[config.mk]
export PLATFORM = sky130hd
export DESIGN_NAME = rom_arbiter
export DESIGN_NICKNAME = d
export VERILOG_FILES = /design/src/rtl/rom_arbiter_pkg.sv /design/src/rtl/rom_pending.sv /design/src/rtl/rom_arbiter.sv
export SDC_FILE = /design/constraint.sdc
export NUM_CORES = 1
export LEC_CHECK = 0
export ABC_AREA = 1
export CORE_MARGIN = 10
export CORE_UTILIZATION = 25
export DETAILED_ROUTE_END_ITERATION = 6
export SLEW_MARGIN = 20
export SYNTH_ARGS = -nofsm -noshare
export SYNTH_HDL_FRONTEND = slang
export SYNTH_SLANG_ARGS = --single-unit
[constraint.sdc]
create_clock -name clock -period 5.72 [get_ports clock]
set_input_delay 1.144 -clock clock [delete_from_list [all_inputs] [get_ports clock]]
set_output_delay 1.144 -clock clock [all_outputs]
set_load 0.005 [all_outputs]
[src/rtl/rom_arbiter_pkg.sv]
// Shared definitions for the two-port ROM arbiter.
// Owner encoding and the per-port pending-request record.
package rom_arbiter_pkg;

    localparam logic OWNER_IMEM = 1'b0;
    localparam logic OWNER_DMEM = 1'b1;

    typedef struct packed {
        logic        valid;
        logic        instr;
        logic [31:0] addr;
    } pend_t;

endpackage

[src/rtl/rom_pending.sv]
// Single-entry capture buffer holding a request that lost arbitration.
// Capture has priority over clear; reset empties the entry.
module rom_pending
    import rom_arbiter_pkg::*;
(
    input  logic        clock,
    input  logic        reset,
    input  logic        capture,
    input  logic        clear,
    input  logic        instr,
    input  logic [31:0] addr,
    output pend_t       entry
);

    always_ff @(posedge clock or posedge reset) begin
        if (reset) begin
            entry <= '0;
        end else if (capture) begin
            entry.valid <= 1'b1;
            entry.instr <= instr;
            entry.addr  <= addr;
        end else if (clear) begin
            entry.valid <= 1'b0;
        end
    end

endmodule

[src/rtl/rom_arbiter.sv]
// Arbitrates instruction and data ports onto one ROM with a fixed
// one-cycle response, routing each response back to its requester.
module rom_arbiter
    import rom_arbiter_pkg::*;
#(
    parameter bit FIXED_PRIO = 1'b0
) (
    input  logic        clock,
    input  logic        reset,
    input  logic        imem_valid,
    input  logic        imem_instr,
    input  logic [31:0] imem_addr,
    output logic [31:0] imem_rdata,
    output logic        imem_ready,
    input  logic        dmem_valid,
    input  logic        dmem_instr,
    input  logic [31:0] dmem_addr,
    output logic [31:0] dmem_rdata,
    output logic        dmem_ready,
    output logic        rom_valid,
    output logic        rom_instr,
    output logic [31:0] rom_addr,
    input  logic [31:0] rom_rdata,
    input  logic        rom_ready
);

    pend_t       ipend;
    pend_t       dpend;
    logic        inflight_q;
    logic        owner_q;
    logic        last_grant_q;
    logic        i_busy;
    logic        d_busy;
    logic        i_new;
    logic        d_new;
    logic        i_cand;
    logic        d_cand;
    logic        both;
    logic        grant;
    logic        i_instr;
    logic        d_instr;
    logic [31:0] i_addr;
    logic [31:0] d_addr;
    logic        resp;

    always_comb begin
        i_busy  = inflight_q && (owner_q == OWNER_IMEM) && !rom_ready;
        d_busy  = inflight_q && (owner_q == OWNER_DMEM) && !rom_ready;
        i_new   = imem_valid && !ipend.valid && !i_busy && !reset;
        d_new   = dmem_valid && !dpend.valid && !d_busy && !reset;
        i_cand  = ipend.valid || i_new;
        d_cand  = dpend.valid || d_new;
        i_instr = ipend.valid ? ipend.instr : imem_instr;
        i_addr  = ipend.valid ? ipend.addr  : imem_addr;
        d_instr = dpend.valid ? dpend.instr : dmem_instr;
        d_addr  = dpend.valid ? dpend.addr  : dmem_addr;
        both    = i_cand && d_cand;
        // Round-robin history only moves on contested cycles.
        if (both) begin
            if (FIXED_PRIO) begin
                grant = OWNER_IMEM;
            end else begin
                grant = (last_grant_q == OWNER_IMEM) ? OWNER_DMEM : OWNER_IMEM;
            end
        end else begin
            grant = d_cand ? OWNER_DMEM : OWNER_IMEM;
        end
        rom_valid = i_cand || d_cand;
        rom_instr = 1'b0;
        rom_addr  = '0;
        if (rom_valid) begin
            rom_instr = (grant == OWNER_DMEM) ? d_instr : i_instr;
            rom_addr  = (grant == OWNER_DMEM) ? d_addr  : i_addr;
        end
        resp       = inflight_q && rom_ready && !reset;
        imem_ready = resp && (owner_q == OWNER_IMEM);
        dmem_ready = resp && (owner_q == OWNER_DMEM);
        imem_rdata = imem_ready ? rom_rdata : '0;
        dmem_rdata = dmem_ready ? rom_rdata : '0;
    end

    rom_pending u_ipend (
        .clock   (clock),
        .reset   (reset),
        .capture (i_new && (grant == OWNER_DMEM)),
        .clear   (ipend.valid && (grant == OWNER_IMEM)),
        .instr   (imem_instr),
        .addr    (imem_addr),
        .entry   (ipend)
    );

    rom_pending u_dpend (
        .clock   (clock),
        .reset   (reset),
        .capture (d_new && (grant == OWNER_IMEM)),
        .clear   (dpend.valid && (grant == OWNER_DMEM)),
        .instr   (dmem_instr),
        .addr    (dmem_addr),
        .entry   (dpend)
    );

    always_ff @(posedge clock or posedge reset) begin
        if (reset) begin
            inflight_q   <= 1'b0;
            owner_q      <= OWNER_IMEM;
            last_grant_q <= OWNER_DMEM;
        end else begin
            inflight_q <= rom_valid;
            owner_q    <= grant;
            if (both) begin
                last_grant_q <= grant;
            end
        end
    end

endmodule

# After elaboration in Yosys (flattened, before gate mapping)
# Index checks and enable logic that the tools add are counted.
totals:
  latchBits: 0
  ramBits: 0
  regBits: 71
  romBits: 0
  n_memories: 0
  wordCells: 58
  output_inout_bits: 100
  input_bits: 103
classes:
  mul: 0
  div: 0
  addsub: 0
  bitwise: 2
  magnitude_cmp: 0
  n_mux: 17
  shift: 0
  reduce_logical: 30
  eq_ne: 0
ops:
  columns: ["operator", "count"]
  rows:
  - ["2-to-1 mux 32 bit", 6]
  - ["logical AND 1 bit", 19]
  - ["2-to-1 mux 1 bit", 11]
  - ["logical NOT 1 bit", 6]
  - ["nonzero test 2 bit", 2]
  - ["logical OR 1 bit", 3]
  - ["NOT 1 bit", 2]

# Logic depth before layout (Yosys ltp)
# Gate-level depths: netlist of the first run.
logic_depth:
  word_depth: 13
  ltp_mapped: 12
  ltp_nobuf: 9

# Modules after synthesis
# Synthesis of the first run repeated with hierarchy kept, for this count alone.
unflattened:
  cells_unflattened: 711
  hier_area_um2: 4654.5
by_module_without_submodules:
  columns: ["module", "area_per_inst_um2", "instances", "seq_area_each_um2", "cells_each"]
  rows:
  - ["rom_pending", 1342.5, 2, 850.8, 145]
  - ["rom_arbiter", 1969.4, 1, 76.3, 421]

# Worst setup path before layout of the first run
# OpenSTA, ideal clock, no wires.
synth_path:
  path_type: "input to output"
  start: "in reset"
  end: "out rom_addr[10]"
  stages: 10
  path_buffers: 2
  slack_ns: 1.536
  t_arrival_ns: 3.040
  cell_sequence: "inv_2 > nand3_4 > nor2_8 > nor2_2 > a21oi_2 > buf_6 > buf_2 > nand2_1 > nand2_1 > nor2_1"
synth_between:
  elab_chain_cells: 7
  elab_cells_between_ends: 11
synth_lines:
  columns: ["element", "line", "rtl"]
  rows:
  - ["start: declaration", "rom_arbiter.sv:9", "input logic reset,"]
  - ["logical NOT 1 bit (no source line) (*)", null, null]
  - ["logical AND 1 bit (on tied branches)", "rom_arbiter.sv:50, rom_arbiter.sv:49", null]
  - ["logical OR 1 bit (on tied branches)", "rom_arbiter.sv:52, rom_arbiter.sv:51", null]
  - ["2-to-1 mux 1 bit / logical AND 1 bit (equally long branches)", "rom_arbiter.sv:66, rom_arbiter.sv:57", null]
  - ["2-to-1 mux 1 bit", "rom_arbiter.sv:59", "if (both) begin"]
  - ["2-to-1 mux 32 bit", "rom_arbiter.sv:73", "rom_addr = (grant == OWNER_DMEM) ? d_addr : i_addr;"]
  - ["2-to-1 mux 32 bit (*)", "rom_arbiter.sv:71", "if (rom_valid) begin"]
  - ["end: declaration", "rom_arbiter.sv:22", "output logic [31:0] rom_addr,"]
# Mark *: on every way between the ends. The rest lies on a longest branch, timed or not.

# Worst setup path after layout of the first run
layout_path:
  start: "in reset"
  end: "out rom_addr[9]"
# Same word-level chain as after synthesis.

==> results of run 1 <==
-- per-layer routing --
layer	global-route usage [%]	vias to the layer above	share of wire, %	wire, um
li1	-	2545	-	-
met1	17.2	2251	44	7560
met2	21.7	181	46	7950
met3	4.00	20	8.5	1470
met4	4.50	0	1.7	289
met5	0	-	0	0
-- worst max-delay path, delay by kind of cell --
family	cells	cell delay [ns]
buf+inv	4	1.56
simple gates	5	0.72
compound gates	1	0.14
-- worst max path at each step --
stage                           from            to  slack, ns  cells past startpoint
final                          reset   rom_addr[9]       0.99                     10
after CTS                      reset   rom_addr[9]       0.97                     10
after floorplan                reset  rom_addr[10]       1.54                     10
after global routing           reset  rom_addr[14]       0.71                     10
after global placement    dmem_valid  rom_addr[31]       1.00                      9
after detailed placement       reset  rom_addr[19]       0.98                     10
-- cell usage after synthesis --
master and number:
a21oi_1 16, nor4_1 2, xor2_1 1, nand3_1 52, o21ai_1 1, a21oi_2 1
buf_4 12, clkinv_1 1, buf_6 2, inv_1 55, clkbuf_1 23, o21ai_0 16
dfstp_2 1, nor2_2 3, nand4_2 1, nand2_2 2, buf_2 9, nor2_8 1
inv_6 1, nor2_1 147, nand2_1 284, nand2_4 1, nor2_4 1, dfrtp_1 70
nand3_4 1, mux2i_1 17, inv_2 2
-- per-stage QoR --
step | util, % | instances | area (um2) | setup slack [ns]
global placement | 37.5 | 1119 | 6750 | 1.00
finish | 39.1 | 1135 | 7040 | 0.989
global route | 39.1 | 1135 | 7040 | 0.706
floorplan | - | 723 | 4600 | 1.54
detailed placement | 37.5 | 1119 | 6750 | 0.981
CTS | 39.1 | 1135 | 7040 | 0.968
-- cells by family after synthesis --
group / count (synthesis) / share of synthesized area, %
flip-flops: 71 / 38.7
AND/OR/NAND/NOR: 495 / 43.4
XOR/XNOR: 1 / 0.191
multiplexers: 17 / 3.70
AO/OA/AOI/OAI: 34 / 3.78
buffers and inverters: 105 / 10.2
-- state kept, by name, summed over array words and instances (netlist names) --
| register | cells |
|---|---|
| last_grant_q | 1 |
| u_ipend.entry | 34 |
| inflight_q | 1 |
| owner_q | 1 |
| u_dpend.entry | 34 |
-- power breakdown --
part           leakage (nW)  total, mW  switching, mW  internal (mW)
combinational          2.40      0.617          0.323          0.294
sequential            0.918      0.794          0.103          0.691
clock                 0.143      0.543          0.214          0.330
-- area by class of cell --
| class | instances | share of cell area [%] |
|---|---|---|
| Timing Repair Buffer | 213 | 29.9 |
| Clock buffer | 14 | 3.89 |
| Sequential cell | 71 | 25.3 |
| Inverter | 59 | 3.22 |
| Multi-Input combinational cell | 547 | 33.5 |
| Tap cell | 229 | 4.07 |
| Clock inverter | 2 | 0.196 |
==> out/results.ini, run 1 <==
[status]
status=completed

[logic_synthesis]
synth-seq-area-share_pct=38.7
yosysWarnings=0
synthesis.nets=826
synth.largest_area_cell=dfrtp_1
ys_ff_latch=71
avgSynthCellArea_um2=6.36
synth_area_um2=4600
synth.area.top_cells=dfrtp_1 (38%), nand2_1 (23%), nor2_1 (12%)
synth_top_area_share_pct=38.1
synth_cells=723
netlist-cell-type-count=27

[cts]
clk_path_buf_depth=2
numCtsBuffers=9
cts_setup_buffers=0
cts_max_level=3
cts_sinks=71
cts_root_buf=clkbuf_16
tritoncts=built
clk_latency_ns=0.34
cts_hold_buf=0
cts-resized-gates=0
path_clk_slew_ns=0.05

[timing]
finalClockSkew_ns=0.00782
tightest_slew_ns=0.947
whs_ns=0.467
slew_violations=0
timing.fmax_mhz=211
fin_crit_sh_pct=82.7
hold_viol=0
relSlewSlack_pct=36.8
final-setup-viol-count=0
finalSetupTns_ns=0
rsz0062_at_grt=false
min_period_ns=4.73

[drt]
dr.first_iter.drc_count=423
viasPerCell=4.40
drc=0
dr.pass1.iters=5
ant_nets=0
finalWirelength_um=17300
avgRoutedWirePerCell_um=15.2
via_count=4997

[layout]
areaGrowthSynthToFinish_pct=53.2
ff_latch_area_um2=1780
n_fill_cell=1874
final_net_count=1004
most-common-layout-cells=nand2_1 (284), clkdlybuf4s50_1 (202), nor2_1 (147), dfrtp_1 (69), inv_1 (55)
multiInputGateArea_um2=2350
layout_commonest_cell=nand2_1
drive_above_1_share_pct=4.53
antennaDiodeCount=0

[grt]
grt_pass1_wl_um=26600
grt_pass1_vias=4838
grt_max_degree=57
antenna_found_initial=1
grt_use_total_pct=13.6
grt_overflow=0

[setup_path]
r2r_slack_ns=3.46
required_ns=4.58
r2r_start=u_dpend.entry[33]
path_cells=clkdlybuf4s50_1 > inv_2 > nand3_4 > nor2_8 > nor2_2 > a21oi_4 > buf_4 > nor2_1 > nor2_1 > clkdlybuf4s50_1
slowest_delay_ns=0.53
crit_type=input pin to output pin
worstSetupEndpointType=output pin
r2r.worst_path.cells=8
worst-path-max-fanout=45
rr_endpoint=u_ipend.entry[15]
slowest_stage=clkdlybuf4s50_1
cp.arrival_ns=3.59
critPathLaunchType=input pin

[place]
port_buffers=202
gp_congestion=0.822
dp_hpwl_um=13200

[power_and_ir_drop]
peakVddDrop_v=0.000140
p_leak_nw=3.46
p_per_area_nw_per_um2=278
power_mw=1.95

[hold_path]
min_to=u_ipend.entry[12]
hold_start=u_ipend.entry[12]
whs_path_depth=2
hp-class=register to register

[die]
die_area_um2=24200
start_util_pct=25.5
die_y_um=156
rows=49
die_w_um=156
core_um2=18000
io_pins=203

[job]
cap_viol_max_count=0

(Power assumes the default switching activity.)
==> run 2, diff against run 1 <==
Clock period 5.72 ns to 4.6 ns, I/O delays scaled along.
==> out/results.ini, run 2 (same netlist as run 1, synthesis figures left out) <==
[setup_path]
slowest_stage=clkdlybuf4s50_1
crit_buf_inv=4
worstSetupEndpointType=output pin
rr_endpoint=u_ipend.entry[4]
path_depth=6
required_ns=3.68
slowest_delay_ns=0.54
worst-path-max-fanout=32
crit_type=input pin to output pin
path_cells=clkdlybuf4s50_1 > inv_1 > nor4_1 > inv_1 > nor2_1 > clkdlybuf4s50_1
cp.arrival_ns=3.17
crit_family=buffers and inverters
r2r.worst_path.cells=8
r2r_slack_ns=2.24
critPathLaunchType=input pin
r2r_start=u_dpend.entry[33]

[grt]
grt_overflow=0
grt_pass1_wl_um=26500
grt_pass1_vias=4799
antenna_found_initial=0
grt_use_total_pct=13.6
grt_max_degree=72

[cts]
clk_latency_ns=0.34
numCtsBuffers=9
clk_path_buf_depth=2
cts_root_buf=clkbuf_16
path_clk_slew_ns=0.05
cts_setup_buffers=0
cts_sinks=71
tritoncts=built
cts_hold_buf=0
cts-resized-gates=0
cts_max_level=3

[timing]
hold_viol=0
tightest_slew_ns=0.941
finalClockSkew_ns=0.00793
min_period_ns=4.09
relSlewSlack_pct=37.2
rsz0062_at_grt=false
slew_violations=0
layout_setup_ws_ns=0.505
finalSetupTns_ns=0
final-setup-viol-count=0
fin_crit_sh_pct=89.0
timing.fmax_mhz=244

[power_and_ir_drop]
cell_internal_pwr_mw=1.72
p_leak_nw=3.48
p_sw_mw=0.797
peakVddDrop_v=0.000201
p_per_area_nw_per_um2=355
combinationalPowerShare_pct=30.6
switching_share_pct=31.7
power_mw=2.52
pwr-share-seq_pct=39.1
power_frac_clock_pct=30.2

[die]
io_pins=203
rows=49
die_w_um=156
start_util_pct=25.5
die_y_um=156
die_area_um2=24200
core_um2=18000

[layout]
areaGrowthSynthToFinish_pct=54.5
drive_above_1_share_pct=4.64
final_net_count=1004
n_fill_cell=1889
antennaDiodeCount=0
top_regs=u_dpend.entry: 34 flops, u_ipend.entry: 34 flops
instances_no_fill=1135
layout_commonest_cell=nand2_1
most-common-layout-cells=nand2_1 (284), clkdlybuf4s50_1 (202), nor2_1 (147), dfrtp_1 (69), inv_1 (55)

[place]
gp_congestion=0.837
preCtsSetupSlack_ns=0.509
port_buffers=202
dp_cells=1119
dp_hpwl_um=13100

[drt]
ant_nets=0
dr.pass1.iters=4
avgRoutedWirePerCell_um=15.1
via_count=4944
dr.first_iter.drc_count=385
viasPerCell=4.36
drc=0
finalWirelength_um=17200

[hold_path]
hp-class=register to register
whs_path_depth=2
min_to=u_ipend.entry[4]
hold_start=u_ipend.entry[4]

[status]
status=completed

[job]
cap_viol_max_count=0

[run 2: cell count changes in the layout (fill, tap and decap cells not counted), sizes merged]
cell,change
bufinv,+2
clkbuf,-3
clkinvlp,+1
[run 2: worst register-to-register path: cells and delay by family, from the launching register on]
| kind | cells | cell delay (ns) |
|---|---|---|
| buf+inv | 3 | 1.11 |
| simple gates | 4 | 0.57 |
| flops | 1 | 0.36 |
| compound gates | 1 | 0.21 |
[run 2: through the flow]
stage | hold slack (ns) | instance area (um2) | util [%]
after detailed placement | 0.462 | 6780 | 37.6
after floorplan | 0.442 | 4600 | -
final | 0.471 | 7100 | 39.4
after global placement | 0.455 | 6780 | 37.6
after CTS | 0.474 | 7100 | 39.4
after global routing | 0.483 | 7100 | 39.4
[run 2: power by group through the flow]
stage	clock [mW]	combinational (mW)	sequential, mW
after floorplan	0	0.450	0.961
after global placement	0	0.771	0.990
after detailed placement	0	0.786	0.991
after CTS	0.780	0.785	0.986
after global routing	0.801	0.881	1.02
final	0.761	0.772	0.986
[run 2: cell type report]
| class | instances | area [um2] | area share (%) |
|---|---|---|---|
| Clock inverter | 5 | 81.3 | 1.15 |
| Clock buffer | 11 | 243 | 3.42 |
| Multi-Input combinational cell | 547 | 2350 | 33.2 |
| Sequential cell | 71 | 1780 | 25.1 |
| Timing Repair Buffer | 213 | 2130 | 30.0 |
| Tap cell | 229 | 287 | 4.04 |
| Inverter | 59 | 226 | 3.19 |
[run 2: routing by layer]
layer | track usage (%) | wire length [um]
met1 | 17.6 | 7740
met4 | 4.14 | 306
met3 | 3.78 | 1410
met5 | 0 | 0
met2 | 21.3 | 7700
[run 2: worst max path at each step]
stage                    from        endpoint  slack, ns
finish              rom_ready  imem_rdata[14]       0.51
global route        rom_ready  imem_rdata[20]       0.32
CTS                 rom_ready  imem_rdata[20]       0.50
detailed placement  rom_ready  imem_rdata[20]       0.51
global placement    rom_ready    rom_addr[16]       0.56
floorplan               reset    rom_addr[10]       0.86
==> run 3, diff against run 2 <==
Settings changed: CTS_CLUSTER_SIZE set to 16.
==> results of run 3 <==
No change in the layout: final DEF, timing and power equal those of run 2.
